===== config.mk =====
export PLATFORM = sky130hd
export DESIGN_NAME = unified_mem_ctrl
export DESIGN_NICKNAME = d
export VERILOG_FILES = /design/src/rtl/nrisc_mem_pkg.sv /design/src/rtl/sp_ram.sv /design/src/rtl/unified_mem_ctrl.sv
export SDC_FILE = /design/constraint.sdc
export NUM_CORES = 2
export LEC_CHECK = 0
export ABC_AREA = 1
export BUFFER_PORTS_ARGS = -buffer_cell sky130_fd_sc_hd__buf_2
export CAP_MARGIN = 20
export CORE_AREA = 4 4 469 471
export CTS_CLUSTER_SIZE = 12
export DETAILED_ROUTE_END_ITERATION = 10
export DIE_AREA = 0 0 473 475
export GPL_ROUTABILITY_DRIVEN = 1
export SYNTH_ARGS = -nofsm -noshare
export SYNTH_HDL_FRONTEND = slang
export SYNTH_SLANG_ARGS = --single-unit

===== constraint.sdc =====
create_clock -name clk -period 4.1 [get_ports clk]
set_clock_uncertainty 0.1 [all_clocks]
set_input_delay 0.41 -clock clk [delete_from_list [all_inputs] [get_ports clk]]
set_output_delay 0.41 -clock clk [all_outputs]
set_load 0.01 [all_outputs]

===== src/rtl/nrisc_mem_pkg.sv =====
// nrisc_mem_pkg: shared types and default widths for the unified memory controller.
// Provides port FSM states, grant encoding and the stall counter width helper.
package nrisc_mem_pkg;

    localparam int DEF_DATA_W    = 8;
    localparam int DEF_ADDR_W    = 8;
    localparam int DEF_MAX_STALL = 3;

    typedef enum logic {
        P_IDLE,
        P_ACK
    } port_state_e;

    typedef enum logic [1:0] {
        G_NONE,
        G_I,
        G_D
    } grant_e;

    function automatic int stall_w(input int max_stall);
        return (max_stall < 1) ? 1 : $clog2(max_stall + 1);
    endfunction

endpackage


===== src/rtl/sp_ram.sv =====
// sp_ram: single-port synchronous RAM, read-before-write, no reset on contents.
// Ports: clk, en, we, addr[ADDR_W], wdata[DATA_W] in; rdata[DATA_W] out (registered).
module sp_ram #(
    parameter int DATA_W = 8,
    parameter int ADDR_W = 8
) (
    input  logic              clk,
    input  logic              en,
    input  logic              we,
    input  logic [ADDR_W-1:0] addr,
    input  logic [DATA_W-1:0] wdata,
    output logic [DATA_W-1:0] rdata
);

    localparam int DEPTH = 2 ** ADDR_W;

    logic [DATA_W-1:0] mem [DEPTH];

    always_ff @(posedge clk) begin
        if (en) begin
            rdata <= mem[addr];
            if (we) begin
                mem[addr] <= wdata;
            end
        end
    end

endmodule


===== src/rtl/unified_mem_ctrl.sv =====
// unified_mem_ctrl: one single-port RAM shared by a fetch port and a data port.
// Ports: clk, reset (async, active-low); fetch i_req/i_addr -> i_rdata/i_ack;
//   data d_req/d_we/d_addr/d_wdata -> d_rdata/d_ack; conflict flag.
// Build option MEMCTRL_PERF_EN adds perf_conflicts/perf_forced (32b saturating).
module unified_mem_ctrl #(
    parameter int DATA_W    = 8,
    parameter int ADDR_W    = 8,
    parameter int MAX_STALL = 3
) (
    input  logic              clk,
    input  logic              reset,
    input  logic              i_req,
    input  logic [ADDR_W-1:0] i_addr,
    output logic [DATA_W-1:0] i_rdata,
    output logic              i_ack,
    input  logic              d_req,
    input  logic              d_we,
    input  logic [ADDR_W-1:0] d_addr,
    input  logic [DATA_W-1:0] d_wdata,
    output logic [DATA_W-1:0] d_rdata,
    output logic              d_ack,
`ifdef MEMCTRL_PERF_EN
    output logic              conflict,
    output logic [31:0]       perf_conflicts,
    output logic [31:0]       perf_forced
`else
    output logic              conflict
`endif
);

    import nrisc_mem_pkg::*;

    localparam int SW = stall_w(MAX_STALL);
    localparam logic [SW-1:0] STALL_MAX = SW'(MAX_STALL);

    port_state_e i_st, i_st_n;
    port_state_e d_st, d_st_n;
    logic [SW-1:0] stall_q, stall_n;
    logic conf_q, conf_n;

    logic i_elig, d_elig, both, forced;
    grant_e gnt;

    logic              ram_en, ram_we;
    logic [ADDR_W-1:0] ram_addr;
    logic [DATA_W-1:0] ram_q;

    always_ff @(posedge clk or negedge reset) begin
        if (!reset) begin
            i_st    <= P_IDLE;
            d_st    <= P_IDLE;
            stall_q <= '0;
            conf_q  <= 1'b0;
        end else begin
            i_st    <= i_st_n;
            d_st    <= d_st_n;
            stall_q <= stall_n;
            conf_q  <= conf_n;
        end
    end

    always_comb begin
        i_elig  = i_req && (i_st == P_IDLE);
        d_elig  = d_req && (d_st == P_IDLE);
        both    = i_elig && d_elig;
        forced  = both && (stall_q == STALL_MAX);
        gnt     = G_NONE;
        stall_n = stall_q;
        conf_n  = both;

        unique case (1'b1)
            forced:                gnt = G_I;
            (d_elig && !forced):   gnt = G_D;
            (i_elig && !d_elig):   gnt = G_I;
            default:               gnt = G_NONE;
        endcase

        // ACK always lasts one cycle; only an idle port can be granted
        i_st_n = (gnt == G_I) ? P_ACK : P_IDLE;
        d_st_n = (gnt == G_D) ? P_ACK : P_IDLE;

        if (gnt == G_I) begin
            stall_n = '0;
        end else if (both && (stall_q < STALL_MAX)) begin
            stall_n = stall_q + 1'b1;
        end
    end

    // Reset gates the RAM so nothing is written while reset is held
    assign ram_en   = (gnt != G_NONE) && reset;
    assign ram_we   = (gnt == G_D) && d_we;
    assign ram_addr = (gnt == G_D) ? d_addr : i_addr;

    sp_ram #(
        .DATA_W(DATA_W),
        .ADDR_W(ADDR_W)
    ) u_ram (
        .clk  (clk),
        .en   (ram_en),
        .we   (ram_we),
        .addr (ram_addr),
        .wdata(d_wdata),
        .rdata(ram_q)
    );

    // One grant per edge, so the shared read register belongs to the acking port
    assign i_ack    = (i_st == P_ACK);
    assign d_ack    = (d_st == P_ACK);
    assign i_rdata  = i_ack ? ram_q : '0;
    assign d_rdata  = d_ack ? ram_q : '0;
    assign conflict = conf_q;

`ifdef MEMCTRL_PERF_EN
    always_ff @(posedge clk or negedge reset) begin
        if (!reset) begin
            perf_conflicts <= '0;
            perf_forced    <= '0;
        end else begin
            if (both && (perf_conflicts != '1)) begin
                perf_conflicts <= perf_conflicts + 32'd1;
            end
            if (forced && (perf_forced != '1)) begin
                perf_forced <= perf_forced + 32'd1;
            end
        end
    end
`endif

endmodule


==> results.tsv <==
metric	value	unit
run status	finished clean	
Post-synth EDFFs	2056	
Std-Cell Rows	171	
PwrDens	459	nW/µm²
routed wire length	257	mm
Residual DRC	0	
Endpoint, Worst Hold	u_ram.mem[244][6]	
area delta synth->final	15.0	%
Worst Tran Pin Value	1.05	ns
vias per cell	5.19	
crit share post-route	0.987	
I/O pin total	48	
Final Setup Violations	0	
Max Clock Freq	0.247	GHz
delay of the slowest critical-path stage	0.58	ns
wire per inst	22.4	µm
HPWL after DPL	156	mm
Worst Min Path Start	d_wdata[6]	
reg2reg setup slack	0.05	ns
FF-to-FF Start	stall_q[0]	
worst min-delay path class	in -> reg	
First-pass DRT Iterations	8	
maximum resistive drop on vdd	0.410	mV
Num CTS Buffers	206	
H-tree depth	4	
die width	473	µm
Mapped Nets	8179	
most used flip-flop cell after synthesis	edfxtp_1	
largest net degree at the start of global routing	108	
clk sinks	2061	
Yosys warning total	0	
Max Slew Vio Count	0	
CP required	4.61	ns
initial antenna violation count	13	
largest cells by area after synthesis	edfxtp_1 (72%), nand2_1 (21%), nor2_1 (1.8%)	
RSZ-0062 raised after global routing	true	
share of layout cells above drive strength 1	0.0993	
Clock Latency Late Sink	0.84	ns
GRT Util Overall	0.226	
WHS Path Cells	1	
Crit Path Class	reg -> reg	
crit path capture type	flop	
fin crit period	4.05	ns
Core Area	216000	µm²
WP data arrival	4.55	ns
crit path buf inv count	1	
fin area	98700	µm²
root cell of the clock tree	clkbuf_16	
Core Util, Final	0.457	
Via Count	59594	
cell mode on critical path	nand2_1	
gr ovfl total	0	
vias in the first global route	57026	
Synth Cell Area	85800	µm²
Worst path slowest cell	o21ai_4	
Synth top area share	0.719	
first-pass GRT wire length	379	mm
port bufs	47	
synthesized flop and latch total	2061	
Pleak	39.4	nW
Hold Vio Cnt, Final	0	
die area	225000	µm²
GPL Wtd Cong	0.882	
largest area contributor in the netlist	edfxtp_1	
Post-DRT Antenna Nets	0	
Cell variety after synth	33	
Synth Area per Inst	10.5	µm²
Setup crit start kind	flop	
sequential share of the synthesized area	0.721	
worst reg2reg endpoint	u_ram.rdata[4]	
Slew headroom	0.298	
R2R depth	16	
Max-Cap Viols	0	
crit-path cells	ha_1, nand3_2, nand2_4, o21ai_4, nor2_4, buf_12, nand2_1, nand3_1, nand2_1, nand2_1, o21ai_0, nand2_1, nand2_1, nand2_1, nor2_1, nand2_1	
Mapped Cells	8149	
CTS tree	done	
die height	475	µm
CP delay by family, top	simple AND/OR/NAND/NOR gates	
Initial Util	0.397	
worst-path fanout max	37	
async set-reset flop share out of synthesis	0.00243	
clk slew on worst S/H paths	0.06	ns
Final nets	8511	
maximum clock path buffer count	3	
initial drt markers	7117	
Area after DPL	92400	µm²
-- worst max-delay path by stage --
stage,start,to,slack (ns),cells after the start
floorplan,d_ack,u_ram.mem[104][0],0.56,9
detailed placement,stall_q[0],u_ram.rdata[7],-0.19,16
CTS,stall_q[0],u_ram.mem[68][5],0.08,12
global route,stall_q[0],u_ram.mem[232][7],-0.08,10
finish,stall_q[0],u_ram.rdata[4],0.05,16
global placement,d_req,u_ram.rdata[7],-0.11,17
-- cell families (layout without fill, tap and decap cells) --
group / after synthesis / count (layout) / synth area share
and+or+nand+nor: 5487 / 5487 / 0.246
DFF: 2061 / 2061 / 0.721
buffers and inverters: 464 / 926 / 0.0250
AOI/OAI and AO/OA: 136 / 136 / 0.00822
adders and majority gates: 1 / 1 / 0.000146
other: 0 / 9 / 0
-- cell usage in the layout (no fill, tap or decap), types with 26 or more instances in the layout --
cell       count
nand2_2       27
nor2_1       401
buf_2         39
a21oi_1       26
buf_12        76
o21ai_0       93
nand2_1     4777
inv_1         31
nand3_1      220
clkinv_1      39
edfxtp_1    2056
clkbuf_16    211
clkbuf_1      58
buf_4        414
-- cells in the mapped netlist, types with 5 or more instances --
cell / n
nand2_1: 4785
buf_2: 252
nand4_1: 21
nand2_2: 23
clkbuf_1: 130
dfrtp_1: 5
buf_1: 22
inv_1: 32
o21ai_0: 93
a21oi_1: 26
nor2_1: 416
edfxtp_1: 2056
inv_2: 7
buf_4: 15
nor2_2: 8
o21ai_1: 9
nand3_1: 221
-- routing by layer --
metal	global-route usage	up-vias	wire, µm
met1	0.305	29090	104000
met3	0.0348	439	22000
met2	0.367	2651	121000
met5	0	-	7
li1	-	27412	-
met4	0.0885	2	10400
-- power by group --
group	switching (mW)	internal [mW]	total, mW
combinational	3.38	1.21	4.59
sequential	0.0340	23.2	23.2
clock	7.80	9.64	17.4
-- stage by stage --
step	TNS (ns)	total power [mW]	std cells	hold WS, ns	setup slack (ns)
after floorplan	0	26.1	8149	0.0144	0.557
after global placement	-1.67	28.2	11114	0.132	-0.109
after detailed placement	-5.23	28.2	11114	0.137	-0.190
after CTS	0	45.5	11465	0.00597	0.0792
after global routing	-1.97	46.8	11470	0.0277	-0.0769
final	0	45.3	11474	0.0340	0.0548
-- layout make-up --
cell class / count / area [µm²]
diodes: 9 / 22.5
clock buffers: 269 / 5500
clock inverters: 69 / 529
fillers: 19909 / 117000
inverters: 41 / 160
multi-input cells: 5624 / 22000
flip-flops and latches: 2061 / 61900
well taps: 2854 / 3570
repair buffers: 547 / 5060
-- registers in the layout (all words and copies together) (netlist names) --
signal and count:
conflict 1, d_ack 1, i_ack 1, stall_q 2, u_ram.mem 2048, u_ram.rdata 8
-- timing repair --
item | CTS | global route
resized for setup | 7 | 10
setup buffers | 4 | 0
hold endpoints to repair | 52 | 0
setup endpoints to repair | 96 | 89
hold buffers | 9 | 0
cloned | 0 | 0
Power figures use the tool's default switching activity.
